**src/rtl/plic_port_arbiter_if.sv**
```systemverilog
// plic_port_arbiter_if: requester command/response bundle plus the shared PLIC BRAM port
interface plic_port_arbiter_if #(
    parameter int NUM_REQ = 2
);
    logic [NUM_REQ-1:0]       req_valid;
    logic [NUM_REQ-1:0]       req_ready;
    logic [NUM_REQ-1:0][21:0] req_addr;
    logic [NUM_REQ-1:0]       req_we;
    logic [NUM_REQ-1:0][31:0] req_wdata;
    logic [NUM_REQ-1:0]       req_lock;
    logic [NUM_REQ-1:0]       resp_valid;
    logic [31:0]              resp_rdata;
    logic [21:0]              bram_addr;
    logic                     bram_en;
    logic                     bram_we;
    logic [31:0]              bram_wrdata;
    logic [31:0]              bram_rddata;

    modport master (
        output req_valid, req_addr, req_we, req_wdata, req_lock, bram_rddata,
        input  req_ready, resp_valid, resp_rdata, bram_addr, bram_en, bram_we, bram_wrdata
    );

    modport slave (
        input  req_valid, req_addr, req_we, req_wdata, req_lock, bram_rddata,
        output req_ready, resp_valid, resp_rdata, bram_addr, bram_en, bram_we, bram_wrdata
    );
endinterface

```
**src/rtl/plic_port_arbiter.sv**
```systemverilog
// plic_port_arbiter: round-robin sharing of the PLIC BRAM port with short locked sequences
module plic_port_arbiter #(
    parameter int NUM_REQ  = 2,
    parameter int LOCK_MAX = 2
) (
    input logic              clk,
    input logic              rstn,
    plic_port_arbiter_if.slave bus
);
    localparam int PW = NUM_REQ > 1 ? $clog2(NUM_REQ) : 1;
    localparam int CW = $clog2(LOCK_MAX + 1);

    logic [PW-1:0]      ptr, win, lock_owner, cmd_owner, rsp_owner;
    logic               lock_on, found, rsp_v, lock_keep;
    logic [CW-1:0]      lock_cnt, lock_nxt;
    logic [NUM_REQ-1:0] elig;

    assign elig            = lock_on ? bus.req_valid & (NUM_REQ'(1) << lock_owner) : bus.req_valid;
    assign lock_nxt        = lock_cnt + CW'(1);
    assign lock_keep       = bus.req_lock[win] && lock_nxt != CW'(LOCK_MAX);
    assign bus.req_ready   = found ? NUM_REQ'(1) << win : '0;
    assign bus.resp_valid  = rsp_v ? NUM_REQ'(1) << rsp_owner : '0;
    assign bus.resp_rdata  = bus.bram_rddata;

    // first eligible requester at or after the pointer, wrapping around
    always_comb begin
        int idx;
        win   = '0;
        found = 1'b0;
        for (int k = NUM_REQ - 1; k >= 0; k--) begin
            idx = int'(ptr) + k;
            idx = idx >= NUM_REQ ? idx - NUM_REQ : idx;
            if (elig[idx]) begin
                win   = PW'(idx);
                found = 1'b1;
            end
        end
    end

    // pointer and lock bookkeeping on every accepted beat
    always_ff @(posedge clk or negedge rstn) begin
        if (!rstn) begin
            ptr        <= '0;
            lock_on    <= 1'b0;
            lock_owner <= '0;
            lock_cnt   <= '0;
        end else if (found) begin
            ptr        <= win == PW'(NUM_REQ - 1) ? '0 : win + PW'(1);
            lock_on    <= lock_keep;
            lock_owner <= win;
            lock_cnt   <= lock_keep ? lock_nxt : '0;
        end
    end

    // command stage: register the winner onto the PLIC port, hold fields when idle
    always_ff @(posedge clk or negedge rstn) begin
        if (!rstn) begin
            bus.bram_en     <= 1'b0;
            bus.bram_we     <= 1'b0;
            bus.bram_addr   <= '0;
            bus.bram_wrdata <= '0;
            cmd_owner       <= '0;
        end else begin
            bus.bram_en <= found;
            if (found) begin
                bus.bram_we     <= bus.req_we[win];
                bus.bram_addr   <= bus.req_addr[win];
                bus.bram_wrdata <= bus.req_wdata[win];
                cmd_owner       <= win;
            end
        end
    end

    // response stage: track which requester owns the data the PLIC returns this cycle
    always_ff @(posedge clk or negedge rstn) begin
        if (!rstn) begin
            rsp_v     <= 1'b0;
            rsp_owner <= '0;
        end else begin
            rsp_v     <= bus.bram_en;
            rsp_owner <= cmd_owner;
        end
    end
endmodule

```
**src/flat_wrapper.sv**
```systemverilog
// flat-port wrapper written by rule: the top's interface ports become plain ports
module plic_port_arbiter_flat 
#(
    parameter int NUM_REQ  = 2,
    parameter int LOCK_MAX = 2
)
  (clk, rstn, bus_req_valid, bus_req_addr, bus_req_we, bus_req_wdata, bus_req_lock, bus_bram_rddata, bus_req_ready, bus_resp_valid, bus_resp_rdata, bus_bram_addr, bus_bram_en, bus_bram_we, bus_bram_wrdata);
  plic_port_arbiter_if #(.NUM_REQ(NUM_REQ)) bus_i ();
  input logic clk;
  input logic rstn;
  input wire logic [$bits(bus_i.req_valid)-1:0] bus_req_valid;
  input wire logic [$bits(bus_i.req_addr)-1:0] bus_req_addr;
  input wire logic [$bits(bus_i.req_we)-1:0] bus_req_we;
  input wire logic [$bits(bus_i.req_wdata)-1:0] bus_req_wdata;
  input wire logic [$bits(bus_i.req_lock)-1:0] bus_req_lock;
  input wire logic [$bits(bus_i.bram_rddata)-1:0] bus_bram_rddata;
  output wire logic [$bits(bus_i.req_ready)-1:0] bus_req_ready;
  output wire logic [$bits(bus_i.resp_valid)-1:0] bus_resp_valid;
  output wire logic [$bits(bus_i.resp_rdata)-1:0] bus_resp_rdata;
  output wire logic [$bits(bus_i.bram_addr)-1:0] bus_bram_addr;
  output wire logic [$bits(bus_i.bram_en)-1:0] bus_bram_en;
  output wire logic [$bits(bus_i.bram_we)-1:0] bus_bram_we;
  output wire logic [$bits(bus_i.bram_wrdata)-1:0] bus_bram_wrdata;
  assign bus_i.req_valid = bus_req_valid;
  assign bus_i.req_addr = bus_req_addr;
  assign bus_i.req_we = bus_req_we;
  assign bus_i.req_wdata = bus_req_wdata;
  assign bus_i.req_lock = bus_req_lock;
  assign bus_i.bram_rddata = bus_bram_rddata;
  assign bus_req_ready = bus_i.req_ready;
  assign bus_resp_valid = bus_i.resp_valid;
  assign bus_resp_rdata = bus_i.resp_rdata;
  assign bus_bram_addr = bus_i.bram_addr;
  assign bus_bram_en = bus_i.bram_en;
  assign bus_bram_we = bus_i.bram_we;
  assign bus_bram_wrdata = bus_i.bram_wrdata;
  plic_port_arbiter #(.NUM_REQ(NUM_REQ), .LOCK_MAX(LOCK_MAX)) u_core (.clk(clk), .rstn(rstn), .bus(bus_i));
endmodule
```
**config.mk**
```make
export PLATFORM = sky130hd
export DESIGN_NAME = plic_port_arbiter_flat
export DESIGN_NICKNAME = d
export VERILOG_FILES = /design/src/rtl/plic_port_arbiter_if.sv /design/src/rtl/plic_port_arbiter.sv /design/src/flat_wrapper.sv
export SDC_FILE = /design/constraint.sdc
export NUM_CORES = 1
export LEC_CHECK = 0
export ABC_CLOCK_PERIOD_IN_PS = 2130
export CAP_MARGIN = 25
export CORE_MARGIN = 1
export CORE_UTILIZATION = 33
export DETAILED_ROUTE_END_ITERATION = 12
export GPL_TIMING_DRIVEN = 0
export PLACE_DENSITY = 0.78
export RECOVER_POWER = 50
export SLEW_MARGIN = 20
export SYNTH_ARGS = -nofsm -noshare
export SYNTH_HDL_FRONTEND = slang
export SYNTH_SLANG_ARGS = --single-unit
```
**constraint.sdc**
```tcl
create_clock -name clk -period 2.13 [get_ports clk]
set_input_delay 0.426 -clock clk [delete_from_list [all_inputs] [get_ports clk]]
set_output_delay 0.426 -clock clk [all_outputs]
set_load 0.01 [all_outputs]
```
==> impl_metrics.toml <==
[clock_network]
cts_buffer_depth = 2
clk_latency_ns = 0.34
clock_sinks = 63
clk_pin_slew_worst_paths_ns = 0.07
cts-root-buf = "clkbuf_8"
cts_max_level = 3
cts_tree = "built"
numCtsBuffers = 9

[setup_path]
endpoint = "bus_req_ready[0]"
r2r_end = "u_core.bus.bram_wrdata[24]"
cp.arrival_ns = 1.60
worstSetupEndpointType = "output port"
criticalPathCategory = "reg2out"
r2r_slack_ns = 0.24
critPathMaxFanout = 3
startpoint = "u_core.lock_on"
max_stage_delay_ns = 0.41
r2r_start = "u_core.lock_on"
start_kind = "flip-flop"
crit_required_ns = 1.70
slowest_stage = "or3b_4"
r2r_cells = 6
crit_chain = "or3b_4, and3_4, nor2_4, buf_6"

[synth]
synth_nets = 399
yosysUniqueCellTypes = 23
synth.ff_latch_count = 63
synthFlopType = "dfrtp_1"
synthCells = 250
synthMuxAreaShare_pct = 0.668
synth_xor_area_share_pct = 0
synth_top_area_share_pct = 52.6
synth_fa_ha_area_share_pct = 0.418
synth-edff-count = 0
synth_area_leaders = "dfrtp_1 53%, a22o_1 16%, a21o_1 14%"
synth_compound_area_share_pct = 31.7
seq_area_frac_synth_pct = 52.6
syn_area_sq_um = 3000
synth_area_leader_cell = "dfrtp_1"
synth_top_family_by_area = "compound AO/OA/AOI/OAI gates"
synthSimpleGateAreaFrac_pct = 2.38
yosys_warnings = 0
synth_area_per_cell_sq_um = 12.0
synthArstFlopShare_pct = 100

[placed_design]
portBuffers = 207
place_congestion = 0.769
post-dp-hpwl_microns = 7700
dpl-instance-area_sq_um = 5220
post-place-ws_ns = -0.894
place_inst = 566

[global_routing]
grt_max_degree = 37
grt_pass1_wl_microns = 15900
met1_usage_pct = 24.9
antenna_found_initial = 0
use_met2_pct = 37.2
busiest_layer = "met2"
grt_pass1_vias = 3047
grt_overflow = 0
use_met3_pct = 6.91
grt_usage_pct = 21.6

[sta]
max_slew.worst_pin.slew_ns = 1.71
rsz0062_at_grt = "false"
hold_ws_ns = 0.370
finalClockSkew_ns = 0.0117
relSlewSlack_pct = -13.7
period_minus_slack_ns = 2.03
finalSetupViolCount = 0
finalCritPeriodShare_pct = 95.2
hold_viol = 0
fin_ws_ns = 0.103
maxSlewViolCount = 28
max_freq_mhz = 493
fin_tns_setup_ns = 0

[final_layout]
layout_commonest_cell = "clkdlybuf4s50_1"
fillers = 741
layout.nets = 621
seqCellArea_sq_um = 1580
area_growth_pct = 82.0
fin_util_pct = 62.2
drive_above_1_share_pct = 13.9
multiInputGateArea_sq_um = 1070
antennaDiodeCount = 0
final_cells = 584
fin_area_sq_um = 5450
layout_common_cells = "161 x clkdlybuf4s50_1, 63 x dfrtp_1, 56 x a21o_1"

[power]
power_density_nw_per_um2 = 1140
p_leak_nw = 2.61
power_mw = 6.22
ir_worst_vdd_mv = 0.606

[run]
maxCapViolations = 1

[drt]
drt_pre_antenna_iters = 4
ant_nets = 0
via_per_inst = 4.93
via_count = 2878
drt_iter0_drc = 114
routedWlPerCell_microns = 17.1
route.detailed.drc = 0
routed_wl_microns = 10000

[run_status]
violations = "max-capacitance violations, max-slew violations"
status = "complete, but fails checks"

[die]
core_area_sq_um = 8760
io_pins = 240
die_w_microns = 97.3
rows = 34
die_area_sq_um = 9460
die_y_microns = 97.3
start_util_pct = 34.2

[min_path]
hold_start = "u_core.bus.bram_en"
hp-class = "reg2reg"
==> report_power, final <==
| group | switching, mW | total [mW] | internal (mW) |
|---|---|---|---|
| logic | 1.31 | 3.20 | 1.89 |
| registers | 0.298 | 2.03 | 1.73 |
| clock network | 0.460 | 0.991 | 0.531 |
| total | 2.07 | 6.22 | 4.15 |
==> metal layers <==
layer,part of all wire [%],routed length (microns)
met1,40,3980
met2,50,5020
met3,8.6,860
met4,1.5,152
met5,0,0
==> cell usage after synthesis, types with 2 or more instances <==
master,instances
mux2i_1,2
nor2b_1,3
clkbuf_1,9
inv_1,3
nand2_1,3
buf_2,2
o21ai_0,2
buf_6,3
buf_4,37
dfrtp_1,63
a21o_1,56
nor2_1,2
a22o_1,55
==> worst min path at each step <==
| stage | endpoint | cells past startpoint |
|---|---|---|
| final | u_core.rsp_v | 0 |
| after global placement | u_core.rsp_v | 0 |
| after floorplan | u_core.bus.bram_addr[0] | 0 |
| after detailed placement | u_core.rsp_v | 0 |
| after global routing | u_core.rsp_v | 0 |
| after CTS | u_core.bus.bram_wrdata[14] | 1 |
==> area by class of cell <==
| class | instances | area share (%) |
|---|---|---|
| Clock buffer | 11 | 2.41 |
| Tap cell | 108 | 2.48 |
| Buffer | 49 | 6.40 |
| Inverter | 3 | 0.207 |
| Timing Repair Buffer | 213 | 39.0 |
| Multi-Input combinational cell | 133 | 19.7 |
| Clock inverter | 4 | 0.872 |
| Sequential cell | 63 | 28.9 |
==> sequential cells by signal (all words and copies together) (netlist names) <==
name	flops
u_core.bus.bram_wrdata	32
u_core.bus.bram_addr	22
u_core.lock_cnt	2
u_core.bus.bram_en	1
u_core.bus.bram_we	1
u_core.lock_on	1
u_core.lock_owner	1
u_core.ptr	1
u_core.rsp_owner	1
u_core.rsp_v	1
==> repair_timing <==
| item | 4_1_cts | 5_1_grt |
|---|---|---|
| pin swaps | 2 | 3 |
| gates resized for setup | 17 | 4 |
| setup buffers | 4 | 1 |
| setup endpoints to repair | 2 | 2 |
| hold buffers | 0 | 0 |
==> critical path, delay by kind of cell (launching register included) <==
family                 cells  cell delay, ns
buffers and inverters      1            0.12
AND/OR/NAND/NOR            3            0.74
flip-flops                 1            0.39
==> kinds of logic (layout without fill, tap and decap cells) <==
kind of cell,count (synthesis),in the layout
AOI/OAI and AO/OA,117,117
DFF,63,63
buffers and inverters,54,280
and+or+nand+nor,13,13
muxes,2,2
adders and majority gates,1,1
No activity file was read; power rests on OpenSTA's default activity.
